## config.mk

```make
export PLATFORM = sky130hd
export DESIGN_NAME = stream_checksum_append_flat
export DESIGN_NICKNAME = d
export VERILOG_FILES = /design/src/rtl/stream_checksum_append_if.sv /design/src/rtl/stream_checksum_append.sv /design/src/flat_wrapper.sv
export SDC_FILE = /design/constraint.sdc
export NUM_CORES = 1
export LEC_CHECK = 0
export ABC_AREA = 1
export CAP_MARGIN = 20
export CORE_UTILIZATION = 56
export DETAILED_ROUTE_END_ITERATION = 6
export HOLD_SLACK_MARGIN = 0.02
export PLACE_DENSITY = 0.85
export SKIP_CTS_REPAIR_TIMING = 1
export SYNTH_ARGS = -nofsm -noshare
export SYNTH_HDL_FRONTEND = slang
export SYNTH_SLANG_ARGS = --single-unit
```

## constraint.sdc

```tcl
create_clock -name sys_clk -period 2.4 [get_ports sys_clk]
set_clock_uncertainty 0.05 [all_clocks]
set_input_delay 0.48 -clock sys_clk [delete_from_list [all_inputs] [get_ports sys_clk]]
set_output_delay 0.48 -clock sys_clk [all_outputs]
set_load 0.01 [all_outputs]
```

## src/rtl/stream_checksum_append_if.sv

```systemverilog
// Byte stream handshake bundle: valid/ready transfer of 8-bit data with a last marker.
// The master drives valid/last/data, the slave drives ready.
interface stream_checksum_append_if;
  logic       valid;
  logic       ready;
  logic       last;
  logic [7:0] data;

  modport master (
    output valid,
    output last,
    output data,
    input  ready
  );

  modport slave (
    input  valid,
    input  last,
    input  data,
    output ready
  );
endinterface

```

## src/rtl/stream_checksum_append.sv

```systemverilog
// Forwards packet bytes through a registered output and appends a two's-complement
// checksum trailer after each packet; counts trailers delivered downstream.
module stream_checksum_append #(
  parameter logic [7:0] CHECKSUM_INIT = 8'h00,
  parameter int         CNT_WIDTH     = 16
) (
  input  logic                       sys_clk,
  input  logic                       sys_rst,
  stream_checksum_append_if.slave    sink,
  stream_checksum_append_if.master   source,
  output logic [CNT_WIDTH-1:0]       pkt_count
);

  typedef enum logic [0:0] {
    ST_DATA = 1'b0,
    ST_CSUM = 1'b1
  } state_t;

  function automatic logic [7:0] csum_negate(input logic [7:0] acc);
    return (~acc) + 8'd1;
  endfunction

  state_t               state_r;
  state_t               state_nx;
  logic [7:0]           sum_r;
  logic [7:0]           sum_nx;
  logic                 valid_r;
  logic                 valid_nx;
  logic                 last_r;
  logic                 last_nx;
  logic [7:0]           data_r;
  logic [7:0]           data_nx;
  logic [CNT_WIDTH-1:0] pkt_count_r;
  logic [CNT_WIDTH-1:0] pkt_count_nx;

  logic                 load_s;
  logic                 sink_ready_s;
  logic                 sink_xfer_s;
  logic                 trailer_xfer_s;

  // The output register is free when empty or being drained this cycle.
  assign load_s         = !valid_r || source.ready;
  assign sink_ready_s   = (state_r == ST_DATA) && load_s;
  assign sink_xfer_s    = sink.valid && sink_ready_s;
  assign trailer_xfer_s = valid_r && source.ready && last_r;

  assign sink.ready   = sink_ready_s;
  assign source.valid = valid_r;
  assign source.last  = last_r;
  assign source.data  = data_r;
  assign pkt_count    = pkt_count_r;

  // Next-state and datapath update for the data/trailer sequencing.
  always_comb begin
    state_nx = state_r;
    sum_nx   = sum_r;
    valid_nx = valid_r;
    last_nx  = last_r;
    data_nx  = data_r;
    case (state_r)
      ST_DATA: begin
        if (sink_xfer_s) begin
          data_nx  = sink.data;
          last_nx  = 1'b0;
          valid_nx = 1'b1;
          sum_nx   = sum_r + sink.data;
          if (sink.last) begin
            state_nx = ST_CSUM;
          end else begin
            state_nx = ST_DATA;
          end
        end else if (source.ready) begin
          valid_nx = 1'b0;
        end else begin
          valid_nx = valid_r;
        end
      end
      ST_CSUM: begin
        // sum already holds the final data byte, so the trailer is ready to load.
        if (load_s) begin
          data_nx  = csum_negate(sum_r);
          last_nx  = 1'b1;
          valid_nx = 1'b1;
          sum_nx   = CHECKSUM_INIT;
          state_nx = ST_DATA;
        end else begin
          state_nx = ST_CSUM;
        end
      end
      default: begin
        state_nx = ST_DATA;
        sum_nx   = CHECKSUM_INIT;
        valid_nx = 1'b0;
        last_nx  = 1'b0;
        data_nx  = 8'h00;
      end
    endcase
  end

  // Packet counter advances when a trailer leaves the stage; wraps naturally.
  always_comb begin
    if (trailer_xfer_s) begin
      pkt_count_nx = pkt_count_r + {{(CNT_WIDTH-1){1'b0}}, 1'b1};
    end else begin
      pkt_count_nx = pkt_count_r;
    end
  end

  // State, accumulator, output register and counter.
  always_ff @(posedge sys_clk or posedge sys_rst) begin
    if (sys_rst) begin
      state_r     <= ST_DATA;
      sum_r       <= CHECKSUM_INIT;
      valid_r     <= 1'b0;
      last_r      <= 1'b0;
      data_r      <= 8'h00;
      pkt_count_r <= {CNT_WIDTH{1'b0}};
    end else begin
      state_r     <= state_nx;
      sum_r       <= sum_nx;
      valid_r     <= valid_nx;
      last_r      <= last_nx;
      data_r      <= data_nx;
      pkt_count_r <= pkt_count_nx;
    end
  end

endmodule

```

## src/flat_wrapper.sv

```systemverilog
// flat-port wrapper written by rule: the top's interface ports become plain ports
module stream_checksum_append_flat 
#(
  parameter logic [7:0] CHECKSUM_INIT = 8'h00,
  parameter int         CNT_WIDTH     = 16
)
  (sys_clk, sys_rst, pkt_count, sink_valid, sink_last, sink_data, sink_ready, source_valid, source_last, source_data, source_ready);
  stream_checksum_append_if sink_i ();
  stream_checksum_append_if source_i ();
  input  logic sys_clk;
  input  logic sys_rst;
  output logic [CNT_WIDTH-1:0] pkt_count;
  input wire logic [$bits(sink_i.valid)-1:0] sink_valid;
  input wire logic [$bits(sink_i.last)-1:0] sink_last;
  input wire logic [$bits(sink_i.data)-1:0] sink_data;
  output wire logic [$bits(sink_i.ready)-1:0] sink_ready;
  output wire logic [$bits(source_i.valid)-1:0] source_valid;
  output wire logic [$bits(source_i.last)-1:0] source_last;
  output wire logic [$bits(source_i.data)-1:0] source_data;
  input wire logic [$bits(source_i.ready)-1:0] source_ready;
  assign sink_i.valid = sink_valid;
  assign sink_i.last = sink_last;
  assign sink_i.data = sink_data;
  assign sink_ready = sink_i.ready;
  assign source_valid = source_i.valid;
  assign source_last = source_i.last;
  assign source_data = source_i.data;
  assign source_i.ready = source_ready;
  stream_checksum_append #(.CHECKSUM_INIT(CHECKSUM_INIT), .CNT_WIDTH(CNT_WIDTH)) u_core (.sys_clk(sys_clk), .sys_rst(sys_rst), .sink(sink_i), .source(source_i), .pkt_count(pkt_count));
endmodule
```

==> impl_metrics.json <==
{
  "p_per_area_nw_per_um2": 901.8,
  "drive_gt1_frac": 0.05797,
  "async_flop_share": 1.000,
  "hold_depth": 2,
  "clkLatencyLatePin_ps": 300,
  "vias": 2014,
  "io_buffers": 39,
  "utilization": 0.7327,
  "initial_utilization": 0.5861,
  "tritoncts": "done",
  "fin_hold_ws_ps": 453.2,
  "synth_area_leader_cell": "dfrtp_1",
  "diodes": 0,
  "area_growth_pct": 25.01,
  "yosysMostFrequentCell": "nand2_1",
  "finalHoldViolations": 0,
  "finalInstanceArea_um2": 2683,
  "final.min_clock_period_ps": 2271,
  "fp.dieW_um": 63.90,
  "outcome": "complete, no violations",
  "critPathLaunchType": "input pin",
  "r2r_cells": 4,
  "grt_max_degree": 36,
  "layout.nets": 367,
  "setup_viol_count_final": 0,
  "ctsRootBufferMaster": "clkbuf_8",
  "synth_area_um2": 2146,
  "hp-class": "register to register",
  "crit_arrival_ps": 1740,
  "grt_util_all_layers": 0.2661,
  "maxCapViolations": 0,
  "grt_overflow_total": 0,
  "fin_tns_setup_ps": 0,
  "cp_max_fo": 2,
  "dr.pass1.iters": 4,
  "num_rows": 22,
  "ir_drop_v": 0.0006198,
  "syn_nets": 322,
  "grt_pass1_wl_um": 8342,
  "drtIter0Drc": 146,
  "fin_crit_sh": 0.9462,
  "routed_via_density": 5.125,
  "dpl_cell_area_um2": 2597,
  "routed_wl_um": 4738,
  "max_freq_ghz": 0.4403,
  "netlist_instances": 299,
  "ys.flop_type": "dfrtp_1",
  "relSlewSlack": 0.6674,
  "numCtsBuffers": 5,
  "antenna_found_initial": 0,
  "grt_pass1_vias": 1915,
  "die_area_um2": 4083,
  "power_mw": 2.419,
  "cts_max_level": 2,
  "die_y_um": 63.90,
  "nFillCells": 315,
  "pin_count": 40,
  "yosys_register_bits": 35,
  "clkSinkCount": 35,
  "synth_edf_count": 0,
  "cts_buffer_depth": 2,
  "rsz0062_at_grt": "false",
  "synth-warning-count": 0,
  "gp_congestion": 0.8430,
  "synth_commonest_cells": "nand2_1, dfrtp_1, inv_1",
  "p_leak_nw": 1.322,
  "wl_per_cell_um": 12.06,
  "synthTopCellsByArea": "dfrtp_1, nand2_1, inv_1, ha_1, nand3_1",
  "synth_sequential_area_ratio": 0.4082,
  "dp_hpwl_um": 3514,
  "drcViolationCount": 0,
  "synthDistinctLibCells": 27,
  "critPathRequiredTime_ps": 1870,
  "end_kind": "output pin",
  "setup.worst_path.class": "input pin to output pin",
  "final_antenna_net_count": 0,
  "clk_pin_slew_worst_paths_ps": 70,
  "finalMaxSlewViolations": 0,
  "core_area_um2": 3661,
  "syn_area_per_cell_um2": 7.177,
  "tightestPinTransition_ps": 495.6,
  "yosysTopAreaCellShare": 0.4082
}
==> flip-flops by register name (all words and copies together) (netlist names) <==
signal and flops:
u_core.pkt_count 16, u_core.source.data 8, u_core.source.last 1, u_core.source.valid 1
u_core.state_r 1, u_core.sum_r 8
==> metrics by stage <==
stage | instances | setup WS [ps]
4_1_cts | 393 | 106.6
3_5_place_dp | 385 | 107.4
5_1_grt | 393 | 65.90
2_1_floorplan | 299 | 831.0
3_3_place_gp | 385 | 174.7
6_report | 393 | 129.0
==> critical path, cell delays in order <==
cell and delay, ps:
clkdlybuf4s50_1 490, inv_1 70, a21oi_1 140, clkdlybuf4s50_1 570
==> final cells by class <==
class                           count  area, um2  area share
Multi-Input combinational cell    223       1112      0.4146
Clock inverter                      2      12.51    0.004664
Tap cell                           48      60.06     0.02239
Timing Repair Buffer               41      405.4      0.1511
Inverter                           38      143.9     0.05364
Sequential cell                    35      875.8      0.3265
Clock buffer                        6      72.57     0.02705
==> power breakdown <==
group | internal [mW] | switching [mW] | total [mW]
Combinational | 0.482 | 0.593 | 1.08
Sequential | 0.745 | 0.172 | 0.917
Clock | 0.203 | 0.224 | 0.427
Total | 1.43 | 0.990 | 2.42
==> kinds of logic after synthesis <==
group                      count (synthesis)  synth area share
and+or+nand+nor                          172            0.3364
buffers and inverters                     41           0.07347
DFF                                       35            0.4082
AOI/OAI and AO/OA                         30           0.07522
xor gates and xnor gates                  11           0.04490
adders and majority gates                 10           0.06181
==> metal layers <==
layer	up-vias	track usage	wire length (um)
met2	47	0.4176	2078
met4	0	0.1193	63
met3	7	0.04821	210
met5	-	0	0
li1	1034	-	-
met1	926	0.3572	2385
==> path summary, 6_finish.rpt <==
check,start,to,slack (ps)
worst max-delay path,source_ready,sink_ready,130
min in group asynchronous,sys_rst,u_core.source.data[1]$_DFFE_PP0P_,550
worst min-delay path,u_core.source.data[7]$_DFFE_PP0P_,u_core.source.data[7]$_DFFE_PP0P_,450
max in group asynchronous,sys_rst,u_core.source.data[3]$_DFFE_PP0P_,1430
worst min register to register,u_core.source.data[7]$_DFFE_PP0P_,u_core.source.data[7]$_DFFE_PP0P_,450
worst max register to register,u_core.state_r$_DFF_PP0_,u_core.source.data[2]$_DFFE_PP0P_,790
==> placed cells by master (no fill, tap or decap), drive strengths merged <==
| cell | count |
|---|---|
| buf | 2 |
| ha | 9 |
| xor2 | 6 |
| fa | 1 |
| nand2 | 111 |
| clkinvlp | 1 |
| clkdlybuf4s50 | 39 |
| clkbuf | 6 |
| o21bai | 1 |
| o21ai | 11 |
| o2bb2ai | 1 |
| dfrtp | 35 |
| nor2 | 32 |
| clkinv | 2 |
| xnor2 | 5 |
| o22ai | 2 |
| a21oi | 13 |
| inv | 37 |
| nand3 | 23 |
| nand3b | 1 |
| nand4 | 5 |
| a31oi | 2 |
(Power assumes the default switching activity.)
